==> src/rtl/dram_port_arbiter.sv <==
// Two-requester arbiter for the single-port data RAM: mode-driven grants,
// registered RAM issue, and a read-tag pipeline that routes mem_q back to its issuer.
module dram_port_arbiter #(
    parameter int ADDR_W     = 16,
    parameter int DATA_W     = 8,
    parameter int RD_LAT     = 1,
    parameter int STARVE_LIM = 8
) (
    input  logic              clock_i,
    input  logic              rst_n_i,
    input  logic [1:0]        status_i,
    input  logic              p_req_i,
    input  logic              p_we_i,
    input  logic [ADDR_W-1:0] p_addr_i,
    input  logic [DATA_W-1:0] p_wdata_i,
    output logic              p_gnt_o,
    output logic              p_rvalid_o,
    output logic [DATA_W-1:0] p_rdata_o,
    input  logic              c_req_i,
    input  logic              c_we_i,
    input  logic [ADDR_W-1:0] c_addr_i,
    input  logic [DATA_W-1:0] c_wdata_i,
    output logic              c_gnt_o,
    output logic              c_rvalid_o,
    output logic [DATA_W-1:0] c_rdata_o,
    output logic [ADDR_W-1:0] mem_addr_o,
    output logic [DATA_W-1:0] mem_data_o,
    output logic              mem_wren_o,
    input  logic [DATA_W-1:0] mem_q_i
);

    localparam int CNT_W = $clog2(STARVE_LIM + 1);
    localparam logic [CNT_W-1:0] LIM = CNT_W'(STARVE_LIM);

    typedef enum logic [1:0] {
        ST_IDLE     = 2'b00,
        ST_LOAD     = 2'b01,
        ST_PROCESS  = 2'b10,
        ST_TRANSMIT = 2'b11
    } status_e;

    typedef struct packed {
        logic rd;
        logic own_c;
    } tag_t;

    logic              p_gnt, c_gnt, p_xfer, c_xfer;
    logic [CNT_W-1:0]  starve_q, starve_d;
    tag_t [RD_LAT:0]   tag_q;
    tag_t              tag_d;
    logic [ADDR_W-1:0] mem_addr_q;
    logic [DATA_W-1:0] mem_data_q, p_rdata_q, c_rdata_q;
    logic              mem_wren_q, p_rvalid_q, c_rvalid_q;

    // Grants are gated by reset so they read 0 while reset is held.
    always_comb begin
        p_gnt = 1'b0;
        c_gnt = 1'b0;
        if (rst_n_i) begin
            case (status_e'(status_i))
                ST_LOAD, ST_TRANSMIT: c_gnt = c_req_i;
                ST_PROCESS: begin
                    if (c_req_i && starve_q == LIM) begin
                        c_gnt = 1'b1;
                    end else begin
                        p_gnt = p_req_i;
                        c_gnt = c_req_i & ~p_req_i;
                    end
                end
                default: ;
            endcase
        end
    end

    assign p_xfer = p_req_i & p_gnt;
    assign c_xfer = c_req_i & c_gnt;

    always_comb begin
        starve_d = starve_q;
        if (status_e'(status_i) != ST_PROCESS || !c_req_i || c_xfer)
            starve_d = '0;
        else if (p_xfer && starve_q != LIM)
            starve_d = starve_q + 1'b1;
    end

    always_comb begin
        tag_d.rd    = (p_xfer & ~p_we_i) | (c_xfer & ~c_we_i);
        tag_d.own_c = c_xfer;
    end

    always_ff @(posedge clock_i or negedge rst_n_i) begin
        if (!rst_n_i) begin
            starve_q   <= '0;
            tag_q      <= '0;
            mem_addr_q <= '0;
            mem_data_q <= '0;
            mem_wren_q <= 1'b0;
            p_rvalid_q <= 1'b0;
            c_rvalid_q <= 1'b0;
            p_rdata_q  <= '0;
            c_rdata_q  <= '0;
        end else begin
            starve_q <= starve_d;
            tag_q    <= {tag_q[RD_LAT-1:0], tag_d};

            mem_wren_q <= 1'b0;
            if (p_xfer) begin
                mem_addr_q <= p_addr_i;
                mem_data_q <= p_wdata_i;
                mem_wren_q <= p_we_i;
            end else if (c_xfer) begin
                mem_addr_q <= c_addr_i;
                mem_data_q <= c_wdata_i;
                mem_wren_q <= c_we_i;
            end

            // Last tag stage lines up with mem_q for that transfer.
            p_rvalid_q <= tag_q[RD_LAT].rd & ~tag_q[RD_LAT].own_c;
            c_rvalid_q <= tag_q[RD_LAT].rd &  tag_q[RD_LAT].own_c;
            if (tag_q[RD_LAT].rd && !tag_q[RD_LAT].own_c) p_rdata_q <= mem_q_i;
            if (tag_q[RD_LAT].rd &&  tag_q[RD_LAT].own_c) c_rdata_q <= mem_q_i;
        end
    end

    assign p_gnt_o    = p_gnt;
    assign c_gnt_o    = c_gnt;
    assign p_rvalid_o = p_rvalid_q;
    assign c_rvalid_o = c_rvalid_q;
    assign p_rdata_o  = p_rdata_q;
    assign c_rdata_o  = c_rdata_q;
    assign mem_addr_o = mem_addr_q;
    assign mem_data_o = mem_data_q;
    assign mem_wren_o = mem_wren_q;

endmodule

==> config.mk <==
export PLATFORM = sky130hd
export DESIGN_NAME = dram_port_arbiter
export DESIGN_NICKNAME = d
export VERILOG_FILES = /design/src/rtl/dram_port_arbiter.sv
export SDC_FILE = /design/constraint.sdc
export NUM_CORES = 1
export LEC_CHECK = 0
export CAP_MARGIN = 25
export CORE_UTILIZATION = 40
export DETAILED_ROUTE_END_ITERATION = 7
export GPL_ROUTABILITY_DRIVEN = 0
export PLACE_DENSITY_LB_ADDON = 0.2
export SLEW_MARGIN = 20
export SYNTH_ARGS = -nofsm -noshare
export SYNTH_HDL_FRONTEND = slang
export SYNTH_SLANG_ARGS = --single-unit
==> constraint.sdc <==
create_clock -name clock_i -period 1.8 [get_ports clock_i]
set_input_delay 0.18 -clock clock_i [delete_from_list [all_inputs] [get_ports clock_i]]
set_output_delay 0.18 -clock clock_i [all_outputs]
set_load 0.05 [all_outputs]
==> results.tsv <==
metric	value	unit
router iterations before antenna repair	4	
capturing element type of the critical path	output pin	
result of the run	complete, but fails checks	
non-filler cells, final	378	
proportion of layout cells with a drive suffix above 1	0.159	
maximum ir drop on the vdd rail	461	uV
maximum number of pins on one net before global-route repair	49	
Net Sw Power	1.39	mW
WS Path Type	reg2out	
CTS max path bufs	2	
P_leak	1.69	nW
wire length after detailed routing	5150	um
share of synthesized area occupied by flip-flops and latches	0.576	
Vias	1749	
number of cell rows	26	
Fillers	436	
synthesis-to-layout area growth	63.7	%
sum of negative setup slack	-7.50	ps
cell with the biggest individual delay on the critical path	dfrtp_1	
Core Util, Final	0.696	
GRT Util Overall	0.186	
IO buf count	108	
antenna diode count	0	
leading cell type in the layout, fill and taps excluded	clkdlybuf4s50_1	
slowest cell delay on critical path	400	ps
R2R setup slack	70	ps
overall die area	5840	um2
clock share of power	0.185	
cell chosen for the clock root	clkbuf_8	
required time reported for the critical path endpoint	1620	ps
via density per instance	4.63	
total area of multi-input combinational cells	890	um2
cell total after placement	364	
endpoint of the worst register-to-register path	mem_addr_o[9]	
Post-Syn Area	2210	um2
maximum fanout along the worst path	3	
Sequential Area	1280	um2
depth of the most critical reg-to-reg path	8	
actual slew at the worst max-slew pin	825	ps
count of state elements after synthesis	51	
number of H-tree levels	2	
effective utilization at floorplan	0.425	
most frequent cells in the layout	clkdlybuf4s50_1, dfrtp_1, nand2_1	
die span in x	76.4	um
worst relative slew slack	0.448	
type of origin of the critical path	register	
worst r2r src	starve_q[1]	
WL/cell	13.6	um
max-capacitance violation count	0	
setup repair after global routing missed its margin	yes	
Worst Setup Slack, final	-7.50	ps
cell-internal power	2.19	mW
CTS tree	done	
num ports	109	
power density cells	988	nW/um2
final cycle utilization of the critical path	1.00	
Final #Nets	373	
DIE HEIGHT	76.4	um
final period demand of the worst path	1810	ps
Critical path buffers and inverters	3	
achievable clock frequency	553	MHz
DRC viols	0	
total grt overflow	0	
count of cell types in the netlist	30	
total nets after synthesis	251	
series of cell instances along the critical path	inv_2, ha_4, and3b_2, a21o_1, clkinvlp_4, buf_8	
syn_area_per_cell	12.0	um2
number of instances in the synthesized netlist	185	
Hold Fails Final Rpt	0	
CTS clk-pin slew, worst paths	100	ps
vias in the first global route	1819	
Core Box Area	5200	um2
max-slew violation total from the final report	0	
Top Family by Delay on Critical Path	flip-flops	
clock latency on the worst-skew pair	300	ps
overall power after layout	3.58	mW
remaining number of nets flagged by the antenna check after routing	0	
detailed-placement wirelength estimate	3710	um
number of antenna violations at the first check in global routing	0	
violated checks	setup timing	
first-iteration detailed-routing DRC count	69	
path category of the worst min-delay check	in2async	
clock tree sinks	51	
total stage count of the critical path	6	
total setup violations reported at the end of the flow	1	
part of the power in registers	0.398	
switch share	0.388	
yosys warns	0	
first-pass GRT wire length	8600	um
crit path DAT	1630	ps
worst setup path startpoint	starve_q[1]	
share of power burned in combinational logic	0.417	
maximum clock skew at final layout	6.85	ps
Num CTS Buffers	5	
[area by class of cell]
cell class,instances,share of cell area
clock buffers,5,0.0190
clock inverters,3,0.00656
inverters,4,0.00518
multi-input cells,121,0.245
flip-flops and latches,51,0.352
well taps,70,0.0242
repair buffers,124,0.348
[flip-flops by register name, summed over array words and instances (netlist names)]
register,flops
mem_addr_o,16
c_rdata_o,8
mem_data_o,8
p_rdata_o,8
starve_q,4
tag_q,4
c_rvalid_o,1
mem_wren_o,1
p_rvalid_o,1
[what timing repair did]
item	in CTS	in global routing
pin swaps	2	2
gates cloned	0	1
resized for setup	1	8
buffers inserted	2	2
hold buffers	1	0
endpoints found under the hold margin	18	0
endpoints found under the setup margin	1	26
[worst max-delay path by stage]
stage / end
2_1_floorplan: mem_wren_o
3_3_place_gp: mem_addr_o[13]
3_5_place_dp: mem_addr_o[9]
4_1_cts: mem_addr_o[9]
5_1_grt: p_gnt_o
6_report: p_gnt_o
[Yosys cell counts, drive strengths merged]
cell type	count	share of area
a21o	1	0.0034
nand2b	1	0.0028
o21ai	25	0.056
xnor2	1	0.0040
o221ai	1	0.0040
nor2	6	0.010
buf	7	0.031
o211ai	1	0.0034
a22o	1	0.0040
clkbuf	2	0.0034
and3b	1	0.0040
nand4b	1	0.0040
a211o	1	0.0040
nor2b	2	0.0056
nand3b	1	0.0034
mux2	16	0.081
nand2	28	0.047
nand4	1	0.0028
dfrtp	51	0.58
xor2	1	0.0040
ha	2	0.011
and4b	1	0.0045
a21oi	4	0.0090
inv	4	0.0068
mux2i	25	0.11
[logic make-up (layout without fill, tap and decap cells)]
kind of cell / after synthesis / after routing / share of synthesized area
simple gates: 42 / 42 / 0.0848
flops: 51 / 51 / 0.576
buf+inv: 13 / 136 / 0.0412
mux: 41 / 41 / 0.194
fa+ha+maj: 2 / 2 / 0.0113
compound gates: 34 / 34 / 0.0842
xor+xnor: 2 / 2 / 0.00791
[through the flow]
stage	worst slack [ps]	instance area, um2	hold slack, ps
floorplan	-23.9	2220	-116
global placement	122	3430	203
finish	-7.50	3620	87.2
global route	-72.0	3620	118
detailed placement	19.0	3430	205
CTS	3.96	3560	92.6
[worst min-delay path, stage by stage]
cell and delay, ps:
buf_2 100, buf_4 150, buf_4 380
[routing by layer]
metal / share of wire / up-vias / track usage
li1: - / 891 / -
met1: 0.41 / 786 / 0.226
met2: 0.52 / 66 / 0.319
met3: 0.057 / 6 / 0.0479
met4: 0.014 / 0 / 0.0635
met5: 0 / - / 0
[power by group through the flow]
stage	Combinational (mW)	Clock (mW)	Sequential, mW
detailed placement	1.49	0	1.45
finish	1.49	0.663	1.43
global placement	1.48	0	1.44
floorplan	0.222	0	2.10
global route	1.56	0.731	1.45
CTS	1.50	0.697	1.43
Note: power is estimated with default switching activity, not from simulation.
